## src/rtl/counter_arbiter_if.sv

```systemverilog
`default_nettype none
// ============================================================================
//  Module   : counter_arbiter_if
//  Purpose  : Request/grant, counter-control and completion-report bundle
//             between two requesters, the counter_arbiter and an external
//             4-bit mode counter.
//  Revision : 1.0 - initial release
// ============================================================================
interface counter_arbiter_if;
  // Requester side
  logic [1:0] req;         // request from requester i
  logic [3:0] mode_in;     // {mode1, mode0}
  logic [7:0] d_in;        // {d1, d0}
  logic [7:0] len_in;      // {len1, len0}
  logic [1:0] gnt;         // one-hot grant, LOAD cycle only

  // Counter control and feedback
  logic       cnt_enable;
  logic [1:0] cnt_mode;
  logic [3:0] cnt_d;
  logic [3:0] cnt_q;
  logic       cnt_rco;

  // Completion report
  logic       done;
  logic       done_id;
  logic [3:0] result_q;
  logic [3:0] rco_count;

  // The arbiter itself
  modport slave (
    input  req, mode_in, d_in, len_in, cnt_q, cnt_rco,
    output gnt, cnt_enable, cnt_mode, cnt_d, done, done_id, result_q, rco_count
  );

  // Requesters plus the counter, seen from the outside
  modport master (
    output req, mode_in, d_in, len_in, cnt_q, cnt_rco,
    input  gnt, cnt_enable, cnt_mode, cnt_d, done, done_id, result_q, rco_count
  );
endinterface
`default_nettype wire

```

## src/rtl/counter_arbiter.sv

```systemverilog
`default_nettype none
// ============================================================================
//  Module   : counter_arbiter
//  Purpose  : Round-robin arbiter for two requesters sharing one external
//             4-bit mode counter. The winner's mode/start/length are latched,
//             the counter is loaded, run for len steps, and the final count
//             is reported with the winner's index.
//  Option   : define COUNTER_ARBITER_RCO_CNT_EN to build the ripple-carry
//             event counter behind rco_count; otherwise rco_count is tied 0.
//  Revision : 1.0 - initial release
// ============================================================================
module counter_arbiter #(
  parameter logic [1:0] MODE_LOAD = 2'b11
) (
  input  logic             clk,
  input  logic             reset,
  counter_arbiter_if.slave bus
);

  typedef enum logic [1:0] {
    IDLE = 2'd0,
    LOAD = 2'd1,
    RUN  = 2'd2,
    DONE = 2'd3
  } state_t;

  state_t     state_q, state_d;
  logic       last_q, last_d;        // index of the most recently granted requester
  logic       id_q, id_d;            // index of the requester being served
  logic [1:0] mode_q, mode_d;        // latched run mode
  logic [3:0] d_q, d_d;              // latched start value
  logic [3:0] len_q, len_d;          // latched step count
  logic [3:0] step_q, step_d;        // RUN cycles completed so far
  logic       done_id_q, done_id_d;
  logic [3:0] res_q, res_d;

  logic       pick;
  logic [1:0] gnt_w;
  logic       en_w;
  logic [1:0] mode_w;
  logic [3:0] cd_w;
  logic       done_w;

  // Round-robin choice: on a tie the requester not served last wins
  always_comb begin
    pick = 1'b0;
    if (bus.req == 2'b11) begin
      pick = ~last_q;
    end else begin
      pick = bus.req[1];
    end
  end

  // Next-state, job latching, step counting and result capture
  always_comb begin
    state_d   = state_q;
    last_d    = last_q;
    id_d      = id_q;
    mode_d    = mode_q;
    d_d       = d_q;
    len_d     = len_q;
    step_d    = step_q;
    done_id_d = done_id_q;
    res_d     = res_q;
    case (state_q)
      IDLE: begin
        if (|bus.req) begin
          state_d = LOAD;
          id_d    = pick;
          last_d  = pick;
          mode_d  = pick ? bus.mode_in[3:2] : bus.mode_in[1:0];
          d_d     = pick ? bus.d_in[7:4]    : bus.d_in[3:0];
          len_d   = pick ? bus.len_in[7:4]  : bus.len_in[3:0];
        end
      end
      LOAD: begin
        step_d  = 4'd0;
        state_d = (len_q != 4'd0) ? RUN : DONE;
      end
      RUN: begin
        step_d = step_q + 4'd1;
        // step_q counts completed RUN cycles, so this is the len-th one
        if ((step_q + 4'd1) == len_q) begin
          state_d = DONE;
        end
      end
      DONE: begin
        state_d   = IDLE;
        done_id_d = id_q;
        res_d     = bus.cnt_q;
      end
      default: state_d = IDLE;
    endcase
  end

  // Control and job registers
  always_ff @(posedge clk or negedge reset) begin
    if (!reset) begin
      state_q   <= IDLE;
      last_q    <= 1'b1;   // requester 0 wins the first tie
      id_q      <= 1'b0;
      mode_q    <= 2'd0;
      d_q       <= 4'd0;
      len_q     <= 4'd0;
      step_q    <= 4'd0;
      done_id_q <= 1'b0;
      res_q     <= 4'd0;
    end else begin
      state_q   <= state_d;
      last_q    <= last_d;
      id_q      <= id_d;
      mode_q    <= mode_d;
      d_q       <= d_d;
      len_q     <= len_d;
      step_q    <= step_d;
      done_id_q <= done_id_d;
      res_q     <= res_d;
    end
  end

  // Counter controls and grant decoded from the current state
  always_comb begin
    gnt_w  = 2'b00;
    en_w   = 1'b0;
    mode_w = 2'd0;
    cd_w   = 4'd0;
    done_w = 1'b0;
    case (state_q)
      LOAD: begin
        gnt_w  = id_q ? 2'b10 : 2'b01;
        en_w   = 1'b1;
        mode_w = MODE_LOAD;
        cd_w   = d_q;
      end
      RUN: begin
        en_w   = 1'b1;
        mode_w = mode_q;   // a latched load code simply reloads d each step
        cd_w   = d_q;
      end
      DONE: begin
        done_w = 1'b1;     // enable low clears the counter
      end
      default: ;
    endcase
  end

  assign bus.gnt        = gnt_w;
  assign bus.cnt_enable = en_w;
  assign bus.cnt_mode   = mode_w;
  assign bus.cnt_d      = cd_w;
  assign bus.done       = done_w;
  assign bus.done_id    = done_id_q;
  assign bus.result_q   = res_q;

`ifdef COUNTER_ARBITER_RCO_CNT_EN
  // rco_acc gathers events during the job; rco_cnt is the held report
  logic [3:0] rco_acc_q, rco_acc_d;
  logic [3:0] rco_cnt_q, rco_cnt_d;

  // Count carry events on RUN cycles 2..len and the DONE cycle, saturating.
  // RUN cycle 1 shows the carry of the load edge, which is never a step.
  always_comb begin
    rco_acc_d = rco_acc_q;
    rco_cnt_d = rco_cnt_q;
    case (state_q)
      LOAD: rco_acc_d = 4'd0;
      RUN: begin
        if ((step_q != 4'd0) && bus.cnt_rco && (rco_acc_q != 4'hF)) begin
          rco_acc_d = rco_acc_q + 4'd1;
        end
      end
      DONE: begin
        rco_cnt_d = (bus.cnt_rco && (rco_acc_q != 4'hF)) ? rco_acc_q + 4'd1 : rco_acc_q;
      end
      default: ;
    endcase
  end

  // Carry event registers
  always_ff @(posedge clk or negedge reset) begin
    if (!reset) begin
      rco_acc_q <= 4'd0;
      rco_cnt_q <= 4'd0;
    end else begin
      rco_acc_q <= rco_acc_d;
      rco_cnt_q <= rco_cnt_d;
    end
  end

  assign bus.rco_count = rco_cnt_q;
`else
  logic unused_rco;
  assign unused_rco    = bus.cnt_rco;
  assign bus.rco_count = 4'd0;
`endif

endmodule
`default_nettype wire
```

## src/flat_wrapper.sv

```systemverilog
// flat-port wrapper written by rule: the top's interface ports become plain ports
module counter_arbiter_flat 
#(
  parameter logic [1:0] MODE_LOAD = 2'b11
)
  (clk, reset, bus_req, bus_mode_in, bus_d_in, bus_len_in, bus_cnt_q, bus_cnt_rco, bus_gnt, bus_cnt_enable, bus_cnt_mode, bus_cnt_d, bus_done, bus_done_id, bus_result_q, bus_rco_count);
  counter_arbiter_if bus_i ();
  input  logic clk;
  input  logic reset;
  input wire logic [$bits(bus_i.req)-1:0] bus_req;
  input wire logic [$bits(bus_i.mode_in)-1:0] bus_mode_in;
  input wire logic [$bits(bus_i.d_in)-1:0] bus_d_in;
  input wire logic [$bits(bus_i.len_in)-1:0] bus_len_in;
  input wire logic [$bits(bus_i.cnt_q)-1:0] bus_cnt_q;
  input wire logic [$bits(bus_i.cnt_rco)-1:0] bus_cnt_rco;
  output wire logic [$bits(bus_i.gnt)-1:0] bus_gnt;
  output wire logic [$bits(bus_i.cnt_enable)-1:0] bus_cnt_enable;
  output wire logic [$bits(bus_i.cnt_mode)-1:0] bus_cnt_mode;
  output wire logic [$bits(bus_i.cnt_d)-1:0] bus_cnt_d;
  output wire logic [$bits(bus_i.done)-1:0] bus_done;
  output wire logic [$bits(bus_i.done_id)-1:0] bus_done_id;
  output wire logic [$bits(bus_i.result_q)-1:0] bus_result_q;
  output wire logic [$bits(bus_i.rco_count)-1:0] bus_rco_count;
  assign bus_i.req = bus_req;
  assign bus_i.mode_in = bus_mode_in;
  assign bus_i.d_in = bus_d_in;
  assign bus_i.len_in = bus_len_in;
  assign bus_i.cnt_q = bus_cnt_q;
  assign bus_i.cnt_rco = bus_cnt_rco;
  assign bus_gnt = bus_i.gnt;
  assign bus_cnt_enable = bus_i.cnt_enable;
  assign bus_cnt_mode = bus_i.cnt_mode;
  assign bus_cnt_d = bus_i.cnt_d;
  assign bus_done = bus_i.done;
  assign bus_done_id = bus_i.done_id;
  assign bus_result_q = bus_i.result_q;
  assign bus_rco_count = bus_i.rco_count;
  counter_arbiter #(.MODE_LOAD(MODE_LOAD)) u_core (.clk(clk), .reset(reset), .bus(bus_i));
endmodule
```

## config.mk

```make
export PLATFORM = sky130hd
export DESIGN_NAME = counter_arbiter_flat
export DESIGN_NICKNAME = d
export VERILOG_FILES = /design/src/rtl/counter_arbiter_if.sv /design/src/rtl/counter_arbiter.sv /design/src/flat_wrapper.sv
export SDC_FILE = /design/constraint.sdc
export NUM_CORES = 1
export LEC_CHECK = 0
export BUFFER_PORTS_ARGS = -buffer_cell sky130_fd_sc_hd__buf_2
export CORE_MARGIN = 10
export CORE_UTILIZATION = 40
export DETAILED_ROUTE_END_ITERATION = 8
export PLACE_DENSITY = 0.7
export SLEW_MARGIN = 30
export SYNTH_ARGS = -nofsm -noshare
export SYNTH_HDL_FRONTEND = slang
export SYNTH_SLANG_ARGS = --single-unit
export TNS_END_PERCENT = 5
```

## constraint.sdc

```tcl
create_clock -name clk -period 1.9 [get_ports clk]
set_input_delay 0.19 -clock clk [delete_from_list [all_inputs] [get_ports clk]]
set_output_delay 0.19 -clock clk [all_outputs]
set_load 0.02 [all_outputs]
```

# Yosys cells after proc, flatten, opt, wreduce, memory -nomap -nowiden
# Index checks and enable logic that the tools add are counted.
dict set report totals {
  reg_bits 23
  in_bits 29
  output_inout_bits 19
  elab_cells 40
}
dict set report classes {
  add_sub_neg 1
  eq_ne 7
  n_mux 15
  bitwise_logic 1
  reduce_logical 7
}
# cell n
set ops {}
lappend ops {{$mux W4} 3}
lappend ops {{$mux W2} 5}
lappend ops {{$pmux W2 S4} 1}
lappend ops {{$pmux W4 S2} 1}
lappend ops {{$eq A2 B2 Y1 const B} 3}
lappend ops {{$add A4 B1 Y4 const B} 1}
lappend ops {{$eq A4 B4 Y1} 1}
lappend ops {{$mux W1} 4}
lappend ops {{$ne A2 B1 Y1 const B} 2}
lappend ops {{$pmux W2 S2} 1}
lappend ops {{$reduce_and A2 Y1} 2}
lappend ops {{$reduce_bool A4 Y1} 1}
lappend ops {{$reduce_or A2 Y1} 2}
lappend ops {{$eq A2 B1 Y1 const B} 1}
lappend ops {{$logic_not A2 Y1} 1}
lappend ops {{$reduce_bool A2 Y1} 1}
lappend ops {{$not A1 Y1} 1}

# Depth between registers and ports, before layout
dict set report logic_depth {
  ltp_word 4
  ltp_mapped 7
  depth_no_buf 6
}

# Worst setup path before layout
# OpenSTA, ideal clock, no wires.
dict set report synth_timing {
  kind {register to register}
  from {reg u_core.step_q[0]}
  to {reg u_core.state_q[1]}
  t_arrival_ns 1.728
  path_slack_ns 0.044
  stages_incl_launch_ff 6
  path_buffers 0
  period_less_slack_ns 1.856
  path_cell_list {dfrtp_1 > ha_1 > xnor2_1 > a21oi_1 > a2111oi_2 > mux2_1}
}
dict set report synth_between {
  elab_chain_cells 4
}
# element line
set synth_lines {}
lappend synth_lines {{start, declared} counter_arbiter.sv:33} ;# logic [3:0] step_q, step_d;
lappend synth_lines {{start signal, assigned} counter_arbiter.sv:115} ;# step_q <= step_d;
lappend synth_lines {{$add A4 B1 Y4} counter_arbiter.sv:83} ;# if ((step_q + 4'd1) == len_q) begin
lappend synth_lines {{$eq A4 B4 Y1} counter_arbiter.sv:83}
lappend synth_lines {{$ne A2 B1 Y1 (no line)} --}
lappend synth_lines {{$reduce_and A2 Y1 (no line)} --}
lappend synth_lines {{end signal, assigned} counter_arbiter.sv:109} ;# state_q <= state_d;
lappend synth_lines {{end, declared} counter_arbiter.sv:27} ;# state_t state_q, state_d;
# No other way between the ends.
# A chain may end at the register's enable or synchronous reset.

# Final worst setup path
dict set report layout_timing {
  from {reg u_core.state_q[1]}
  to {out bus_cnt_mode[0]}
}
dict set report layout_between {
  elab_chain_cells 2
  elab_cells_between_ends 3
  classes_between {2 x eq/ne; 1 x mux}
}
# element line
set layout_lines {}
lappend layout_lines {{$eq A2 B2 Y1 or $eq A2 B1 Y1 (tied branches)} counter_arbiter.sv:128} ;# case (state_q)
lappend layout_lines {{$pmux W2 S2 (*)} counter_arbiter.sv:128}
lappend layout_lines {{end, declared} flat_wrapper.sv:18} ;# output wire logic [$bits(bus_i.cnt_mode)-1:0] bus_cnt_mode;
# Mark *: on every way between the ends. The rest lies on a longest branch, timed or not.

==> impl_summary.txt <==
----------------------------------------------------
[Route]
  Post-DRT Antenna Nets ... 0
  Routed via count divided by cell count ... 4.87
  Overall routed net length ... 2.88 mm
  Remaining DRCs ... 0
  Iter 0 DRT Violations ... 18
  Wire length per cell after detailed routing ... 13.3 um
  Detailed-router iteration count before antenna repair ... 4
  Count of vias placed by the detailed router ... 1052

[Worst setup path]
  Critical path's largest stage delay ... 0.44 ns
  Critical path class ... register to output pin
  Worst path cell trace ... inv_1 -> ha_4 -> nor2b_1 -> buf_2
  Number of buffer and inverter stages on the critical path ... 2
  Max FO, Critical Path ... 16
  Element type at the critical path start ... register
  Arrival time reported for the critical path endpoint ... 1.60 ns
  CP endpoint kind ... output pin
  Worst path required time ... 1.71 ns
  Dominant delay contributor by cell family on the critical path ... flip-flops
  Critical-path top delay cell ... sky130_fd_sc_hd__dfrtp_1

[CTS]
  Total CTS buffers ... 3
  Total number of H-tree levels ... 1
  Root buffer cell ... sky130_fd_sc_hd__clkbuf_4
  Total setup buffers inserted after CTS ... 0
  Maximum clock insertion buffer count ... 2
  Clock transition at path regs ... 0.13 ns
  CTS tree ... built
  Clock latency on the worst-skew pair ... 0.31 ns
  CTS Sinks ... 23

[Placed design]
  Half-perimeter wire length of the detailed placement result ... 2.40 mm
  Routability Congestion ... 0.867
  Number of placed cells counting well taps ... 211
  Number of buffers inserted by port buffering ... 42

[Timing]
  Fin. max-slew vios ... 0
  FMAX ... 0.558 GHz
  Max_slew headroom ... 65.5%
  Setup repair after global routing missed its margin ... false
  Setup violations, final ... 0
  Worst Skew ... 0.00317 ns
  Final period util ... 94.3%
  Final number of hold-violating endpoints ... 0
  Final-layout worst hold slack ... 0.0607 ns
  Setup TNS after final layout ... 0 ns
  Min cycle time layout ... 1.79 ns
  Slew at the pin closest to its max-slew limit ... 0.518 ns

[Layout]
  Non-filler instance count after layout ... 216
  Area growth from synthesis to layout ... 26.8%
  Final-stage net count ... 207
  Area used by multi-input combinational logic ... 667 sq um
  Share of cells above drive strength 1 ... 36.6%
  Filler cell count ... 296
  Footprint of the flip-flops and latches ... 577 sq um
  Most frequent standard cell in the layout excluding fill and tap cells ... sky130_fd_sc_hd__buf_2
  Commonest cells after routing, fill and taps aside ... sky130_fd_sc_hd__buf_2 (42), sky130_fd_sc_hd__dfrtp_1 (22), sky130_fd_sc_hd__nand2_1 (14), sky130_fd_sc_hd__mux2i_1 (12)
  N_diodes ... 0

[Die]
  Initial cell density of the core ... 41.7%
  Num rows ... 20
  Area of the die ... 5840 sq um
  Die span in x ... 76.4 um
  Boundary Pins ... 48
  Overall die height ... 76.4 um
  Area inside the core boundary ... 3050 sq um

[Min path]
  Path class of the lowest-slack min-delay path ... input pin to register

[Pwr]
  Total chip power ... 0.00275 W
  Power per cell area ... 1700 nW/um^2
  IR Drop Worst-Case VDD ... 0.817 mV
  Leakage power figure ... 0.788 nW

[Global route]
  Initial antenna violation count ... 0
  Maximum number of pins on one net before global-route repair ... 24
  First-pass GRT wire length ... 4.96 mm
  Via count of the first global-routing pass ... 1129
  All-layer global routing usage ... 10.0%
  Global-route congestion overflow total ... 0

[Logic synthesis]
  Cell area after synthesis ... 1270 sq um
  Synth Instances ... 125
  Syn Area/Cell ... 10.2 sq um
  Yosys synthesis warning count ... 0
  Distinct cell type count after synthesis ... 33
  Register bit total from synthesis ... 23
  Fraction of the yosys area taken by sequential cells ... 45.3%

[Run status]
  Status ... finished clean

[Run]
  Max-cap viol count ... 0

----------------------------------------------------
## state kept, by name, summed over array words and instances, names as in the netlist
name and cells:
u_core.len_q 4, u_core.bus.done_id 1, u_core.last_q 1, u_core.id_q 1, u_core.bus.result_q 4, u_core.step_q 4
u_core.state_q 2, u_core.mode_q 2, u_core.d_q 4
## area by class of cell
cell class	count	share of cell area, %
flip-flops and latches	23	35.7
multi-input cells	90	41.3
clock inverters	1	0.310
clock buffers	3	1.40
inverters	6	1.40
well taps	44	3.41
repair buffers	49	16.4
## what timing repair did
item	in CTS	in global routing
cloned	0	0
hold buffers	1	0
gates resized for setup	1	5
endpoints found under the setup margin	7	7
hold endpoints to repair	22	0
pin swaps	1	1
## through the flow
stage | util (%) | instance area (sq um) | worst slack, ns
2_1_floorplan | - | 1280 | 0.0440
3_3_place_gp | 50.6 | 1540 | 0.0372
3_5_place_dp | 50.6 | 1540 | -0.0337
4_1_cts | 51.9 | 1580 | 0.000253
5_1_grt | 52.9 | 1610 | 0.00534
6_report | 52.9 | 1610 | 0.109
## routing by layer
layer	vias to the layer above	track usage [%]	share of wire, %
met5	-	0	0
met4	0	4.46	1.8
met3	6	4.01	9.6
met2	39	17.1	46
met1	491	10.6	42
li1	516	-	-
## power breakdown
group	internal (W)	switching [W]	total, W	leakage [nW]
sequential	0.000723	0.000151	0.000874	0.284
combinational	0.000742	0.000903	0.00165	0.486
clock	0.0000787	0.000149	0.000228	0.0177
## cells in the mapped netlist, drive strengths merged
library cell | instances | area, sq um
a2bb2oi | 1 | 8.76
nand2 | 14 | 52.6
nand3b | 1 | 7.51
a21oi | 5 | 25.0
conb | 1 | 3.75
xor2 | 2 | 17.5
nor4 | 1 | 6.26
a21boi | 1 | 7.51
nor2b | 3 | 18.8
a22o | 1 | 8.76
clkbuf | 4 | 15.0
nand3 | 2 | 10.0
a31oi | 1 | 6.26
a2111oi | 1 | 15.0
and2 | 5 | 31.3
ha | 5 | 62.6
buf | 5 | 35.0
nor2 | 1 | 3.75
mux2 | 6 | 67.6
dfstp | 1 | 26.3
inv | 6 | 22.5
mux2i | 12 | 120
a311oi | 1 | 8.76
nand2b | 1 | 6.26
o22ai | 1 | 6.26
dfrtp | 22 | 551
nor3b | 2 | 15.0
o21ai | 14 | 70.1
xnor2 | 4 | 35.0
o311ai | 1 | 8.76
## kinds of logic after synthesis
kind of cell    share of synthesized area (%)
fa+ha+maj                                4.92
compound gates                           13.0
buf+inv                                  5.70
flops                                    45.3
xor+xnor                                 4.13
simple gates                             11.9
mux                                      14.7
other cells                             0.295
## worst paths after layout
path | startpoint | endpoint | slack (ns) | depth (start not counted)
max | u_core.state_q[1] | bus_cnt_mode[0] | 0.11 | 4
min | bus_req[0] | u_core.last_q | 0.06 | 2
max reg2reg | u_core.step_q[1] | u_core.state_q[1] | 0.12 | 5
min reg2reg | u_core.d_q[0] | u_core.d_q[0] | 0.49 | 2
max in group asynchronous | reset | u_core.last_q | 1.17 | 2
min in group asynchronous | reset | u_core.bus.result_q[2] | 0.36 | 2
Power figures use the tool's default switching activity.
